===== config.mk =====
export PLATFORM = sky130hd
export DESIGN_NAME = mt_dp_sched
export DESIGN_NICKNAME = d
export VERILOG_FILES = /design/src/rtl/mt_dp_sched_pkg.sv /design/src/rtl/mt_dp_sched_rcv.sv /design/src/rtl/mt_dp_sched.sv
export SDC_FILE = /design/constraint.sdc
export NUM_CORES = 1
export LEC_CHECK = 0
export CORE_MARGIN = 3
export CORE_UTILIZATION = 43
export DETAILED_ROUTE_END_ITERATION = 16
export PLACE_DENSITY = 0.79
export SLEW_MARGIN = 20
export SYNTH_ARGS = -nofsm -noshare
export SYNTH_HDL_FRONTEND = slang
export SYNTH_SLANG_ARGS = --single-unit

===== constraint.sdc =====
create_clock -name clk_i -period 7.3 [get_ports clk_i]
set_input_delay 1.095 -clock clk_i [delete_from_list [all_inputs] [get_ports clk_i]]
set_output_delay 1.095 -clock clk_i [all_outputs]
set_load 0.01 [all_outputs]

===== src/rtl/mt_dp_sched_pkg.sv =====
// Shared types and sizing helpers for the multi-thread dispatch scheduler.
// Imported by the scheduler top and the per-thread recovery FSM.
package mt_dp_sched_pkg;

   localparam int DEF_THREAD_NUM = 2;
   localparam int DEF_DP_NUM     = 2;
   localparam int DEF_RCV_CYC    = 2;

   typedef enum logic {
      RUN,
      RECOVER
   } thr_state_e;

   function automatic int cnt_width(input int dp_num);
      return $clog2(dp_num + 1);
   endfunction

   function automatic int thread_width(input int thread_num);
      return (thread_num > 1) ? $clog2(thread_num) : 1;
   endfunction

endpackage


===== src/rtl/mt_dp_sched_rcv.sv =====
// Per-thread rollback recovery FSM: blocks the thread for RCV_CYC
// cycles after each rollback strobe, restarting on a repeat rollback.
module mt_thread_rcv
   import mt_dp_sched_pkg::*;
#(
   parameter int RCV_CYC = DEF_RCV_CYC
) (
   input  logic clk,
   input  logic rst,
   input  logic rollback,
   output logic busy
);

   localparam int RCV_W = (RCV_CYC > 1) ? $clog2(RCV_CYC) : 1;
   localparam logic [RCV_W-1:0] CNT_INIT = RCV_W'(RCV_CYC - 1);

   thr_state_e       state_q, state_d;
   logic [RCV_W-1:0] cnt_q, cnt_d;

   always_ff @(posedge clk or posedge rst) begin
      if (rst) begin
         state_q <= RUN;
         cnt_q   <= '0;
      end else begin
         state_q <= state_d;
         cnt_q   <= cnt_d;
      end
   end

   always_comb begin
      state_d = state_q;
      cnt_d   = cnt_q;
      if (rollback) begin
         state_d = RECOVER;
         cnt_d   = CNT_INIT;
      end else if (state_q == RECOVER) begin
         if (cnt_q == '0) begin
            state_d = RUN;
         end else begin
            cnt_d = cnt_q - 1'b1;
         end
      end
   end

   assign busy = (state_q == RECOVER);

endmodule


===== src/rtl/mt_dp_sched.sv =====
// Dispatch scheduler: round-robin picks one thread per cycle, sizes its
// grant by ROB/RS/free-list space, and packs it onto the map table ports.
module mt_dp_sched
   import mt_dp_sched_pkg::*;
#(
   parameter int THREAD_NUM = DEF_THREAD_NUM,
   parameter int DP_NUM     = DEF_DP_NUM,
   parameter int RCV_CYC    = DEF_RCV_CYC,
   localparam int CNT_W     = cnt_width(DP_NUM),
   localparam int THREAD_W  = thread_width(THREAD_NUM)
) (
   input  logic                           clk_i,
   input  logic                           rst_i,
   input  logic [THREAD_NUM*CNT_W-1:0]    dp_req_i,
   input  logic [THREAD_NUM*CNT_W-1:0]    rob_avail_i,
   input  logic [CNT_W-1:0]               rs_avail_i,
   input  logic [CNT_W-1:0]               fl_avail_i,
   input  logic [THREAD_NUM-1:0]          rollback_i,
   output logic [THREAD_NUM*CNT_W-1:0]    dp_gnt_o,
   output logic [DP_NUM-1:0]              port_valid_o,
   output logic [DP_NUM*THREAD_W-1:0]     port_thread_o,
   output logic [THREAD_NUM-1:0]          mt_rollback_o,
   output logic [THREAD_NUM-1:0]          busy_o
);

   localparam logic [CNT_W-1:0] DP_MAX = CNT_W'(DP_NUM);

   logic [THREAD_W-1:0]   rr_q, rr_d;
   logic [THREAD_NUM-1:0] rcv_busy;
   logic [THREAD_NUM-1:0] elig;
   logic                  found;
   logic                  grant;
   logic [THREAD_W-1:0]   win;
   logic [CNT_W-1:0]      n;
   logic [CNT_W-1:0]      req_w;
   logic [CNT_W-1:0]      rob_w;

   for (genvar t = 0; t < THREAD_NUM; t++) begin : g_thr
      mt_thread_rcv #(
         .RCV_CYC (RCV_CYC)
      ) u_rcv (
         .clk      (clk_i),
         .rst      (rst_i),
         .rollback (rollback_i[t]),
         .busy     (rcv_busy[t])
      );

      assign elig[t] = !rcv_busy[t]
                    && !rollback_i[t]
                    && (dp_req_i[t*CNT_W +: CNT_W] != '0)
                    && (rob_avail_i[t*CNT_W +: CNT_W] != '0)
                    && (rs_avail_i != '0)
                    && (fl_avail_i != '0);
   end

   always_comb begin
      int idx;
      found = 1'b0;
      win   = '0;
      for (int i = 0; i < THREAD_NUM; i++) begin
         idx = int'(rr_q) + i;
         if (idx >= THREAD_NUM) idx = idx - THREAD_NUM;
         if (!found && elig[idx]) begin
            found = 1'b1;
            win   = THREAD_W'(idx);
         end
      end
   end

   assign grant = found && !rst_i;
   assign req_w = dp_req_i[int'(win)*CNT_W +: CNT_W];
   assign rob_w = rob_avail_i[int'(win)*CNT_W +: CNT_W];

   always_comb begin
      n = DP_MAX;
      if (req_w < n)      n = req_w;
      if (rob_w < n)      n = rob_w;
      if (rs_avail_i < n) n = rs_avail_i;
      if (fl_avail_i < n) n = fl_avail_i;
      if (!grant)         n = '0;
   end

   always_comb begin
      dp_gnt_o = '0;
      for (int t = 0; t < THREAD_NUM; t++) begin
         if (grant && (win == THREAD_W'(t)))
            dp_gnt_o[t*CNT_W +: CNT_W] = n;
      end
   end

   always_comb begin
      port_valid_o  = '0;
      port_thread_o = '0;
      for (int k = 0; k < DP_NUM; k++) begin
         if (k < int'(n)) begin
            port_valid_o[k]                     = 1'b1;
            port_thread_o[k*THREAD_W +: THREAD_W] = win;
         end
      end
   end

   always_comb begin
      rr_d = rr_q;
      if (grant) begin
         if (int'(win) == THREAD_NUM - 1) rr_d = '0;
         else                              rr_d = win + 1'b1;
      end
   end

   always_ff @(posedge clk_i or posedge rst_i) begin
      if (rst_i) rr_q <= '0;
      else       rr_q <= rr_d;
   end

   assign mt_rollback_o = rollback_i & {THREAD_NUM{!rst_i}};
   assign busy_o        = rcv_busy & {THREAD_NUM{!rst_i}};

endmodule


[Yosys cells after proc, flatten, opt, wreduce, memory -nomap -nowiden]
Index checks and enable logic that the tools add are counted.
Operators by class
  add/subtract/negate cells: 6
  muxes and demuxes: 36
  reduce and logical (&&, ||, !) cells: 28
  bitwise operators: 3
  magnitude comparators: 10
  shift operators: 2
Operators with widths (number)
  32-bit by 3-bit less-than comparator with 1-bit output, second input constant: 2
  32-bit 2-to-1 mux: 2
  1-bit 2-to-1 mux: 27
  2-bit nonzero test: 8
  1-bit logical AND: 14
  2-bit 2-to-1 mux: 7
  4-bit by 3-bit indexed part select with 2-bit output: 2
  1-bit zero test: 6
  2-bit less-than comparator: 3
  2-bit AND: 2
  1-bit by 2-bit less-than comparator with 1-bit output, first input constant: 2
  1-bit by 2-bit subtractor with 3-bit output, second input constant: 1
  2-bit by 2-bit subtractor with 3-bit output, second input constant: 1
  1-bit by 1-bit adder with 2-bit output, second input constant: 1
  1-bit by 2-bit greater-or-equal comparator with 1-bit output, second input constant: 1
  2-bit greater-or-equal comparator, second input constant: 1
  2-bit less-than comparator, second input constant: 1
  1-bit subtractor, second input constant: 2
  1-bit adder, second input constant: 1
  1-bit NOT: 1
Storage, ports and cells
  flip-flop bits (word level): 5
  word-level logic and storage cells: 90
  output and inout port bits: 12
  bits of input ports: 16

[Logic depth before layout (Yosys ltp)]
  depth in word-level cells: 25
  depth in mapped cells: 13
  mapped depth without buffers: 13

[Modules after synthesis]
Synthesis repeated with hierarchy kept, for this count alone.
Second synthesis, totals
  cells, all modules: 75
  area, all modules: 605.6 µm²
Modules (own cells, without submodules)
  mt_dp_sched: area an instance 457.9 µm², cells an instance 63, instances 1, sequential area each 25.0 µm²
  mt_thread_rcv: area an instance 73.8 µm², cells an instance 6, instances 2, sequential area each 50.0 µm²

[Least setup slack after synthesis]
Ideal clock, no wire load.
  path type: input port to output port
  start point: input port rs_avail_i[0]
  end point: output port port_valid_o[0]
  stages on the path: 12
  required time: 6.205 ns
  buffers on the path: 0
  slack: 2.425 ns
  data arrival time: 3.780 ns
  path through: o22ai_2 > or4_4 > nor2_1 > mux2i_1 > inv_1 > ha_1 > ha_1 > nor2b_1 > or3_1 > o32a_1 > a21oi_2 > o21ai_1
On the way
  cells in the longest elaborated chain, start to end: 22
  elaborated cells between the ends (all ways): 31
  classes of those cells: 5 x order compare; 2 x shift; 16 x mux; 8 x reduce/logical
RTL lines
  start, declared: line mt_dp_sched.sv:16  | input logic [CNT_W-1:0] rs_avail_i,
  2-bit nonzero test: line mt_dp_sched.sv:52  | && (rs_avail_i != '0)
  1-bit logical AND: line mt_dp_sched.sv:52
  1-bit logical AND: line mt_dp_sched.sv:53  | && (fl_avail_i != '0);
  1-bit 2-to-1 mux (not written as such) (3 in a row): line mt_dp_sched.sv:63  | if (!found && elig[idx]) begin
  1-bit 2-to-1 mux: line mt_dp_sched.sv:63
  1-bit zero test: line mt_dp_sched.sv:63
  1-bit logical AND: line mt_dp_sched.sv:63
  1-bit 2-to-1 mux: line mt_dp_sched.sv:63
  [4 not listed]
  2-bit 2-to-1 mux: line mt_dp_sched.sv:77  | if (rob_w < n) n = rob_w;
  2-bit less-than comparator: line mt_dp_sched.sv:78  | if (rs_avail_i < n) n = rs_avail_i;
  2-bit 2-to-1 mux: line mt_dp_sched.sv:78
  2-bit less-than comparator: line mt_dp_sched.sv:79  | if (fl_avail_i < n) n = fl_avail_i;
  2-bit 2-to-1 mux: line mt_dp_sched.sv:79
  2-bit 2-to-1 mux (*): line mt_dp_sched.sv:80  | if (!grant) n = '0;
  1-bit by 2-bit less-than comparator with 1-bit output (*): line mt_dp_sched.sv:95  | if (k < int'(n)) begin
  1-bit 2-to-1 mux (*): line mt_dp_sched.sv:95
  end, declared: line mt_dp_sched.sv:20  | output logic [DP_NUM-1:0] port_valid_o,
Every way passes the cells marked *; elsewhere a longest branch is shown, timed or not. The select of a mux whose other input is x is not followed.

[Worst setup path after layout]
  start point: input port rs_avail_i[1]
  end point: output port port_valid_o[0]
Same word-level chain as after synthesis.

==> run_results.csv <==
group,metric,value,unit
status,outcome,"complete, no violations",
timing,worst_pin_slew,508,ps
synthesis,synthAdderAreaFrac,0.125,
timing,clock_skew,6.07,ps
clocking,cts_tree,"built",
synthesis,netlist_area,599,um2
clocking,path_clk_slew,40,ps
global_route,antenna_found_initial,0,
critical_path,critPathRequiredTime,6200,ps
clocking,worstSkewPairLatency,240,ps
timing,fmax,162,MHz
clocking,cts-root-buf,"clkbuf_4",
floorplan,die-area,1880,um2
drt,drtAntennaViolNets,0,
clocking,postCtsSetupBuffers,0,
synthesis,synth_area_per_cell,8.10,um2
synthesis,synth_compound_area_frac,0.255,
placed_design,placed_area,883,um2
finish,final_net_count,127,
synthesis,synth.area.top_cells,"dfrtp_1 (21%), ha_1 (13%), a21o_1 (6.3%)",
timing,min_period_over_period,0.844,
synthesis,synth_xor_xnor_area_share,0,
drt,dr_total_vias,700,
critical_path,startpoint_type,"input port",
floorplan,fp.dieH,43.3,um
synthesis,yosys_warnings,0,
clocking,ctsHoldBuffers,0,
timing,min_period,6160,ps
synthesis,synth_top_family_by_area,"simple AND/OR/NAND/NOR gates",
critical_path,critPathTopFamily,"simple AND/OR/NAND/NOR gates",
synthesis,ys_types,33,
drt,drt_wl_total,1650,um
placed_design,io_buffers,27,
synthesis,yosys.area.top_type,"dfrtp_1",
global_route,grt-ovfl-total,0,
global_route,grt_max_degree,10,
clocking,cts_made_buffers,3,
floorplan,io_pins,28,
clocking,htree_levels,1,
timing,relSlewSlack,0.656,
synthesis,synth_nets,96,
power,peakVddDrop,104,uV
synthesis,synth_seq_cells,5,
critical_path,critPathBufInv,3,
timing,setup_viol,0,
synthesis,synthSimpleGateAreaFrac,0.338,
timing,rsz0062_at_grt,"false",
timing,drv_slew,0,
floorplan,die_w,43.3,um
floorplan,initial_core_util,0.499,
clocking,ctsLongestPathBuffers,2,
finish,diodes,0,
synthesis,synthMuxAreaShare,0.0167,
critical_path,critPathArrivalTime,5070,ps
synthesis,ys_seq_area_frac,0.209,
placed_design,dp_hpwl,1330,um
synthesis,synth_cells,74,
critical_path,slowest_stage,"clkdlybuf4s50_1",
power,leakagePower,0.378,nW
run,drv_cap,0,
critical_path,end_kind,"output pin",
drt,dr.pass1.iters,4,
drt,wire_per_inst,14.0,um
drt,remaining_drc_errors,0,
finish,fin_area,910,um2
critical_path,critical_path_class,"in2out",
floorplan,coreArea,1200,um2
finish,fillCellCount,97,
critical_path,crit_chain,"clkdlybuf4s50_1 -> o22ai_2 -> or4_4 -> nor2_1 -> mux2i_1 -> inv_1 -> ha_1 -> ha_1 -> nor2b_1 -> or3_1 -> o32a_1 -> a21oi_2 -> o21ai_1 -> clkdlybuf4s50_1",
finish,final_common_cell,"clkdlybuf4s50_1",
timing,setup_tns,0,ps
global_route,grt_pass1_vias,646,
drt,drt_iter0_markers,21,
critical_path,max_stage_delay,540,ps
finish,layout_common_cells,"clkdlybuf4s50_1 (27), nor2_1 (8), inv_1 (8), ha_1 (6)",
global_route,grt_use_total,0.187,
drt,vias_per_cell,5.93,
power,powerDensity,119,nW/um2
placed_design,globalplace.congestion,0.781,
timing,hold_violations,0,
finish,layout-drive-gt1-share,0.125,
placed_design,pre_cts_slack,1190,ps
floorplan,num_rows,12,
timing,setup_ws,1140,ps
synthesis,synth.top_cell.area_share,0.209,
critical_path,worst-path-max-fanout,5,
clocking,clock_sinks,5,
clocking,ctsResizeCount,0,
finish,area_delta_synth_final,51.8,%
finish,fin_util,0.757,
min_path,hold_class,"reg2reg",
global_route,grt_pass1_wl,2720,um
-- stage by stage --
stage / instances / hold WS [ps] / total power, mW
6_report: 118 / 477 / 0.109
3_3_place_gp: 114 / 463 / 0.0741
4_1_cts: 118 / 479 / 0.109
2_1_floorplan: 74 / 453 / 0.0568
3_5_place_dp: 114 / 469 / 0.0750
5_1_grt: 118 / 488 / 0.117
-- worst paths after layout --
path / to / cells after the start / start / slack [ps]
max: port_valid_o[0] / 14 / rs_avail_i[1] / 1140
min: g_thr[0].u_rcv.cnt_q$_DFFE_PP0P_ / 1 / g_thr[0].u_rcv.cnt_q$_DFFE_PP0P_ / 480
max reg2reg: rr_q$_DFFE_PP0P_ / 3 / g_thr[1].u_rcv.busy$_DFF_PP0_ / 5760
min reg2reg: g_thr[0].u_rcv.cnt_q$_DFFE_PP0P_ / 1 / g_thr[0].u_rcv.cnt_q$_DFFE_PP0P_ / 480
max in group asynchronous: g_thr[1].u_rcv.cnt_q$_DFFE_PP0P_ / 2 / rst_i / 5790
min in group asynchronous: rr_q$_DFFE_PP0P_ / 2 / rst_i / 1320
-- worst reg2reg max path, cell delays in order (launching register included) --
cell	delay (ps)
dfrtp_1	420
or3_1	420
or3_2	420
a21o_1	180
-- where the power goes --
group | total, mW | switching (mW) | internal [mW]
sequential | 0.0343 | 0.00278 | 0.0315
combinational | 0.0416 | 0.0202 | 0.0214
clock | 0.0326 | 0.0119 | 0.0207
-- synthesized netlist by cell type (all sizes together) --
cell	instances
a21o	5
dfrtp	5
nand3b	1
nor3	3
o21bai	1
o41ai	1
or2	3
nor2	8
o32a	1
o211ai	2
o21ai	2
nand2	4
or4	1
clkbuf	1
o311ai	1
inv	8
o22ai	2
nor4b	2
nor2b	5
a211oi	1
or3	4
nor4	2
a21oi	4
ha	6
mux2i	1
-- metal layers --
metal | track usage | share of wire | vias up
met2 | 0.316 | 0.48 | 38
met3 | 0.0249 | 0.064 | 14
met1 | 0.239 | 0.43 | 316
met5 | 0 | 0 | -
li1 | - | - | 332
met4 | 0.0723 | 0.028 | 0
-- kinds of logic (layout without fill, tap and decap cells) --
logic type      after synthesis  count (layout)
simple gates                 33              33
flops                         5               5
mux                           1               1
fa+ha+maj                     6               6
compound gates               20              20
buf+inv                       9              39
-- sequential cells by signal, indices dropped and copies added (netlist names) --
register and count:
g_thr.u_rcv.cnt_q 2, g_thr.u_rcv.busy 2, rr_q 1
-- final cells by class --
type | count | area, um2 | area share
Timing Repair Buffer | 27 | 270 | 0.297
Multi-Input combinational cell | 60 | 440 | 0.484
Tap cell | 14 | 17.5 | 0.0193
Inverter | 8 | 30.0 | 0.0330
Sequential cell | 5 | 125 | 0.138
Clock buffer | 4 | 26.3 | 0.0289
No activity file was read; power rests on OpenSTA's default activity.
